--- src/rtl/gshare_predictor.sv ---
// gshare direction predictor: global history XOR-folded into a table of
// saturating counters, with registered predictions and mispredict recovery.
module gshare_predictor #(
  parameter int CTR_WIDTH  = 2,
  parameter int ADDR_WIDTH = 8,
  parameter int GHR_WIDTH  = 8,
  parameter int CTR_INIT   = 2**(CTR_WIDTH-1)-1
) (
  input  logic                  clk,
  input  logic                  rst_n,
  input  logic                  pred_valid,
  input  logic [ADDR_WIDTH-1:0] pred_pc,
  output logic                  pred_out_valid,
  output logic                  pred_taken,
  output logic [ADDR_WIDTH-1:0] pred_index,
  output logic [GHR_WIDTH-1:0]  pred_ghr,
  input  logic                  upd_valid,
  input  logic [ADDR_WIDTH-1:0] upd_index,
  input  logic                  upd_taken,
  input  logic                  upd_mispredict,
  input  logic [GHR_WIDTH-1:0]  upd_ghr
);

  localparam int unsigned DEPTH = 2**ADDR_WIDTH;

  logic [CTR_WIDTH-1:0]  table_q [DEPTH];
  logic [GHR_WIDTH-1:0]  ghr_q, ghr_d, ghr_shift, ghr_recover;
  logic [ADDR_WIDTH-1:0] lk_idx;
  logic [CTR_WIDTH-1:0]  upd_cur, upd_new, lk_ctr;
  logic                  predicted;

  logic                  out_valid_q, out_taken_q;
  logic [ADDR_WIDTH-1:0] out_index_q;
  logic [GHR_WIDTH-1:0]  out_ghr_q;

  assign lk_idx = pred_pc ^ ADDR_WIDTH'(ghr_q);

  always_comb begin
    upd_cur = table_q[upd_index];
    upd_new = upd_cur;
    if (upd_taken) begin
      if (!(&upd_cur)) upd_new = upd_cur + CTR_WIDTH'(1);
    end else begin
      if (|upd_cur) upd_new = upd_cur - CTR_WIDTH'(1);
    end
  end

  // Write-first: a same-cycle update to the looked-up entry is visible to the lookup.
  always_comb begin
    lk_ctr = table_q[lk_idx];
    if (upd_valid && (upd_index == lk_idx)) lk_ctr = upd_new;
  end

  assign predicted = lk_ctr[CTR_WIDTH-1];

  if (GHR_WIDTH == 1) begin : g_ghr_one
    assign ghr_shift   = predicted;
    assign ghr_recover = upd_taken;
  end else begin : g_ghr_multi
    assign ghr_shift   = {ghr_q[GHR_WIDTH-2:0], predicted};
    assign ghr_recover = {upd_ghr[GHR_WIDTH-2:0], upd_taken};
  end

  // Recovery wins over a same-cycle speculative shift.
  always_comb begin
    ghr_d = ghr_q;
    if (upd_valid && upd_mispredict) ghr_d = ghr_recover;
    else if (pred_valid)             ghr_d = ghr_shift;
  end

  always_ff @(posedge clk or negedge rst_n) begin
    if (!rst_n) begin
      for (int unsigned i = 0; i < DEPTH; i++) table_q[i] <= CTR_WIDTH'(CTR_INIT);
    end else if (upd_valid) begin
      table_q[upd_index] <= upd_new;
    end
  end

  always_ff @(posedge clk or negedge rst_n) begin
    if (!rst_n) begin
      ghr_q       <= '0;
      out_valid_q <= 1'b0;
      out_taken_q <= 1'b0;
      out_index_q <= '0;
      out_ghr_q   <= '0;
    end else begin
      ghr_q       <= ghr_d;
      out_valid_q <= pred_valid;
      if (pred_valid) begin
        out_taken_q <= predicted;
        out_index_q <= lk_idx;
        out_ghr_q   <= ghr_q;
      end
    end
  end

  assign pred_out_valid = out_valid_q;
  assign pred_taken     = out_taken_q;
  assign pred_index     = out_index_q;
  assign pred_ghr       = out_ghr_q;

endmodule

--- config.mk ---
export PLATFORM = sky130hd
export DESIGN_NAME = gshare_predictor
export DESIGN_NICKNAME = d
export VERILOG_FILES = /design/src/rtl/gshare_predictor.sv
export SDC_FILE = /design/constraint.sdc
export NUM_CORES = 1
export LEC_CHECK = 0
export CAP_MARGIN = 5
export CORE_MARGIN = 2
export CORE_UTILIZATION = 35
export CTS_BUF_LIST = sky130_fd_sc_hd__clkbuf_4 sky130_fd_sc_hd__clkbuf_8
export CTS_CLUSTER_SIZE = 25
export DETAILED_ROUTE_END_ITERATION = 10
export SETUP_SLACK_MARGIN = 0.02
export SLEW_MARGIN = 0
export SYNTH_ARGS = -nofsm -noshare
export SYNTH_HDL_FRONTEND = slang
export SYNTH_SLANG_ARGS = --single-unit
export TNS_END_PERCENT = 10
--- constraint.sdc ---
create_clock -name clk -period 6.3 [get_ports clk]
set_clock_uncertainty 0.15 [all_clocks]
set_input_delay 1.26 -clock clk [delete_from_list [all_inputs] [get_ports clk]]
set_output_delay 1.26 -clock clk [all_outputs]
set_load 0.01 [all_outputs]
==> results_dict.tcl <==
set metrics [dict create \
    worst_path_max_delay_cell "o21ai_4" \
    fin_ws_ns 0.9994 \
    io_buffers 46 \
    htree_levels 3 \
    drtIter0Drc 1931 \
    n_fill_cell 7451 \
    syn_nets 2269 \
    dr_total_vias 19840 \
    drive_above_1_share 0.4765 \
    grt_pass1_wl_um 133200 \
    pre_cts_ws_ns 0.4794 \
    clock_sink_count 538 \
    dieWidth_um 287.1 \
    nets 2338 \
    grt_max_degree 143 \
    area_delta_synth_final_pct 14.60 \
    ctsResizeCount 0 \
    dieHeight_um 287.1 \
    path_clk_slew_ns 0.06 \
    period_minus_slack_ns 5.301 \
    design.core.area_um2 79130 \
    yosysWarningCount 0 \
    wl_met3_um 6636 \
    synth_flop_cell "dfrtp_1" \
    yosysSeqAreaShare 0.4913 \
    synthArstFlopShare 1.000 \
    antenna_left 0 \
    synth_area_um2 28050 \
    hpwl_um 56110 \
    critPathMaxStageDelay_ns 0.97 \
    rsz0062_at_grt "no" \
    cts_root_buf "clkbuf_8" \
    antenna_found_initial 5 \
    ioPinCount 48 \
    avgRoutedWirePerCell_um 25.65 \
    critical_path_arrival_ns 5.78 \
    fmax_mhz 188.7 \
    p_leak_nw 13.26 \
    finalSetupViolations 0 \
    row_count 103 \
    overflow 0 \
    hp-class "flip-flop to flip-flop" \
    wl_met2_um 40480 \
    cts_tree "yes" \
    avgSynthCellArea_um2 12.53 \
    die-area_um2 82430 \
    period_share 0.8414 \
    status "finished clean" \
    synthCells 2239 \
    grt_pass1_vias 20690 \
    start_util 0.3545 \
    peakVddDrop_v 0.0001471 \
    drv_cap 0 \
    holdWs_ns 0.3480 \
    wirelength_um 88220 \
    clock_latency_ns 0.72 \
    vias_per_cell 5.769 \
    multiInputGateArea_um2 13560 \
    cp-start-kind "input port" \
    endpoint_kind "flip-flop" \
    cp.required_ns 6.78 \
    final_util 0.4063 \
    dr.max_layer_used "met5" \
    gp_congestion 0.8882 \
    p_per_area_nw_per_um2 278.4 \
    cts_buffer_depth 3 \
    slew_violations 0 \
    ys_ff_latch 538 \
    wirelength_met1_um 37410 \
    drtPass1Iterations 5 \
    cts_buffers 93 \
    tightest_slew_ns 1.296 \
    ff_latch_area_um2 13780 \
    hold_buffers 0 \
    grt_use_total 0.2146 \
    synth_edf_count 0 \
    hold_viol 0 \
    relSlewSlack 0.1340 \
    post-route-drc-count 0 \
    critPathKind "input port to flip-flop" \
    setup_tns_ns 0 \
    ys_types 55 \
    critPathMaxFanout 60 \
    post_cts_buffers 0 \
    worstPathCellList "clkdlybuf4s50_1 -> buf_4 -> nor2_1 -> buf_4 -> o211ai_1 -> nand3_1 -> nor2_1 -> nor3_1 -> o22ai_1 -> o21ai_4 -> buf_12 -> mux2_2" \
]
==> synth_stat cells, drive strengths merged (2+ instances only) <==
| master | count | share of area |
|---|---|---|
| nor2b | 11 | 0.0025 |
| mux2 | 435 | 0.17 |
| o211ai | 5 | 0.0013 |
| nand2 | 243 | 0.033 |
| nand4 | 7 | 0.0016 |
| a211oi | 5 | 0.0013 |
| a311oi | 2 | 0.00062 |
| maj3 | 2 | 0.00076 |
| o22ai | 8 | 0.0018 |
| xor2 | 8 | 0.0025 |
| o311ai | 3 | 0.00094 |
| mux4 | 153 | 0.12 |
| nand2b | 12 | 0.0027 |
| a2111oi | 3 | 0.00094 |
| nand3 | 27 | 0.0048 |
| and2 | 2 | 0.00045 |
| buf | 62 | 0.013 |
| a31oi | 7 | 0.0016 |
| clkbuf | 109 | 0.015 |
| nor4 | 8 | 0.0018 |
| a221oi | 7 | 0.0022 |
| nor3 | 18 | 0.0032 |
| dfstp | 256 | 0.24 |
| nor2 | 228 | 0.031 |
| a21oi | 30 | 0.0054 |
| xnor2 | 14 | 0.0044 |
| mux2i | 117 | 0.042 |
| a41oi | 2 | 0.00062 |
| o21a | 3 | 0.00080 |
| inv | 5 | 0.00067 |
| dfrtp | 282 | 0.25 |
| o21ai | 97 | 0.017 |
| a22oi | 44 | 0.012 |
| a22o | 6 | 0.0019 |
| and3 | 3 | 0.00067 |
==> cell usage in the layout, fill, tap and decap left out, types with 5 or more instances in the layout <==
master / instances
a211oi_1: 5
a21oi_1: 30
a221oi_1: 7
a22o_1: 6
a22oi_1: 44
a31oi_1: 7
buf_12: 14
buf_4: 86
clkbuf_4: 35
clkbuf_8: 124
clkdlybuf4s50_1: 41
clkinv_2: 11
dfrtp_1: 282
dfstp_2: 256
inv_1: 5
mux2_2: 435
mux2i_1: 117
mux4_2: 153
nand2_1: 242
nand2b_1: 12
nand3_1: 27
nand4_1: 7
nor2_1: 227
nor2b_1: 9
nor3_1: 16
nor4_1: 7
o211ai_1: 5
o21ai_0: 86
o21ai_1: 10
o22ai_1: 8
xnor2_1: 13
xor2_1: 6
==> state kept, by name (all words and copies together), names as in the netlist <==
register / flops
pred_ghr: 8
pred_index: 8
table_q: 512
ghr_q: 8
pred_taken: 1
pred_out_valid: 1
==> metrics by stage <==
stage          total power (W)  cells  instance area [um^2]
2_1_floorplan         0.004790   2239                 28050
3_3_place_gp          0.005441   3263                 30060
3_5_place_dp          0.005479   3263                 30060
4_1_cts               0.009002   3438                 32140
5_1_grt               0.009284   3439                 32150
6_report              0.008950   3439                 32150
==> per-layer routing <==
layer  up-vias  track usage
met3       232      0.04683
met4         6      0.08893
met5         -            0
met2       851       0.3346
met1     10440       0.2896
li1       8312            -
==> layout make-up <==
class                      count  share of cell area
antenna                        1          0.00007784
multi-input combinational   1524              0.4219
tap                         1050             0.04087
timing repair buffer         145             0.04281
clock buffer                 159             0.06126
clock inverter                16            0.003620
inverter                       6           0.0007006
sequential                   538              0.4288
==> where the power goes <==
part	switching (W)	leakage, nW	internal, W
clock network	0.00150	1.11	0.00201
logic	0.000941	5.66	0.000627
registers	0.000146	6.48	0.00373
==> logic make-up (layout without fill, tap and decap cells) <==
group | Yosys count | count (layout) | synth area share
muxes | 705 | 705 | 0.3392
and+or+nand+nor | 563 | 563 | 0.08203
DFF | 538 | 538 | 0.4913
AOI/OAI and AO/OA | 232 | 232 | 0.05156
buffers and inverters | 177 | 326 | 0.02823
xor gates and xnor gates | 22 | 22 | 0.006869
adders and majority gates | 2 | 2 | 0.0007582
other | 0 | 1 | 0
==> worst max-delay path, delay by kind of cell <==
| kind | cells | cell delay, ns |
|---|---|---|
| AND/OR/NAND/NOR | 4 | 1.04 |
| multiplexers | 1 | 0.22 |
| AO/OA/AOI/OAI | 3 | 1.45 |
| buffers and inverters | 4 | 1.75 |
==> worst paths after layout <==
check	depth (start not counted)	endpoint	start	slack (ns)
setup / recovery	12	table_q[51]$_DFFE_PN0P_	upd_index[4]	1.0
min in group asynchronous	1	table_q[73]$_DFFE_PN0P_	rst_n	0.48
setup reg to reg	11	table_q[51]$_DFFE_PN0P_	table_q[241]$_DFFE_PN0P_	2.11
hold / removal	2	table_q[421]$_DFFE_PN0P_	table_q[421]$_DFFE_PN0P_	0.35
hold reg to reg	2	table_q[421]$_DFFE_PN0P_	table_q[421]$_DFFE_PN0P_	0.35
max in group asynchronous	2	table_q[57]$_DFFE_PN0P_	rst_n	4.19
Note: power is estimated with default switching activity, not from simulation.
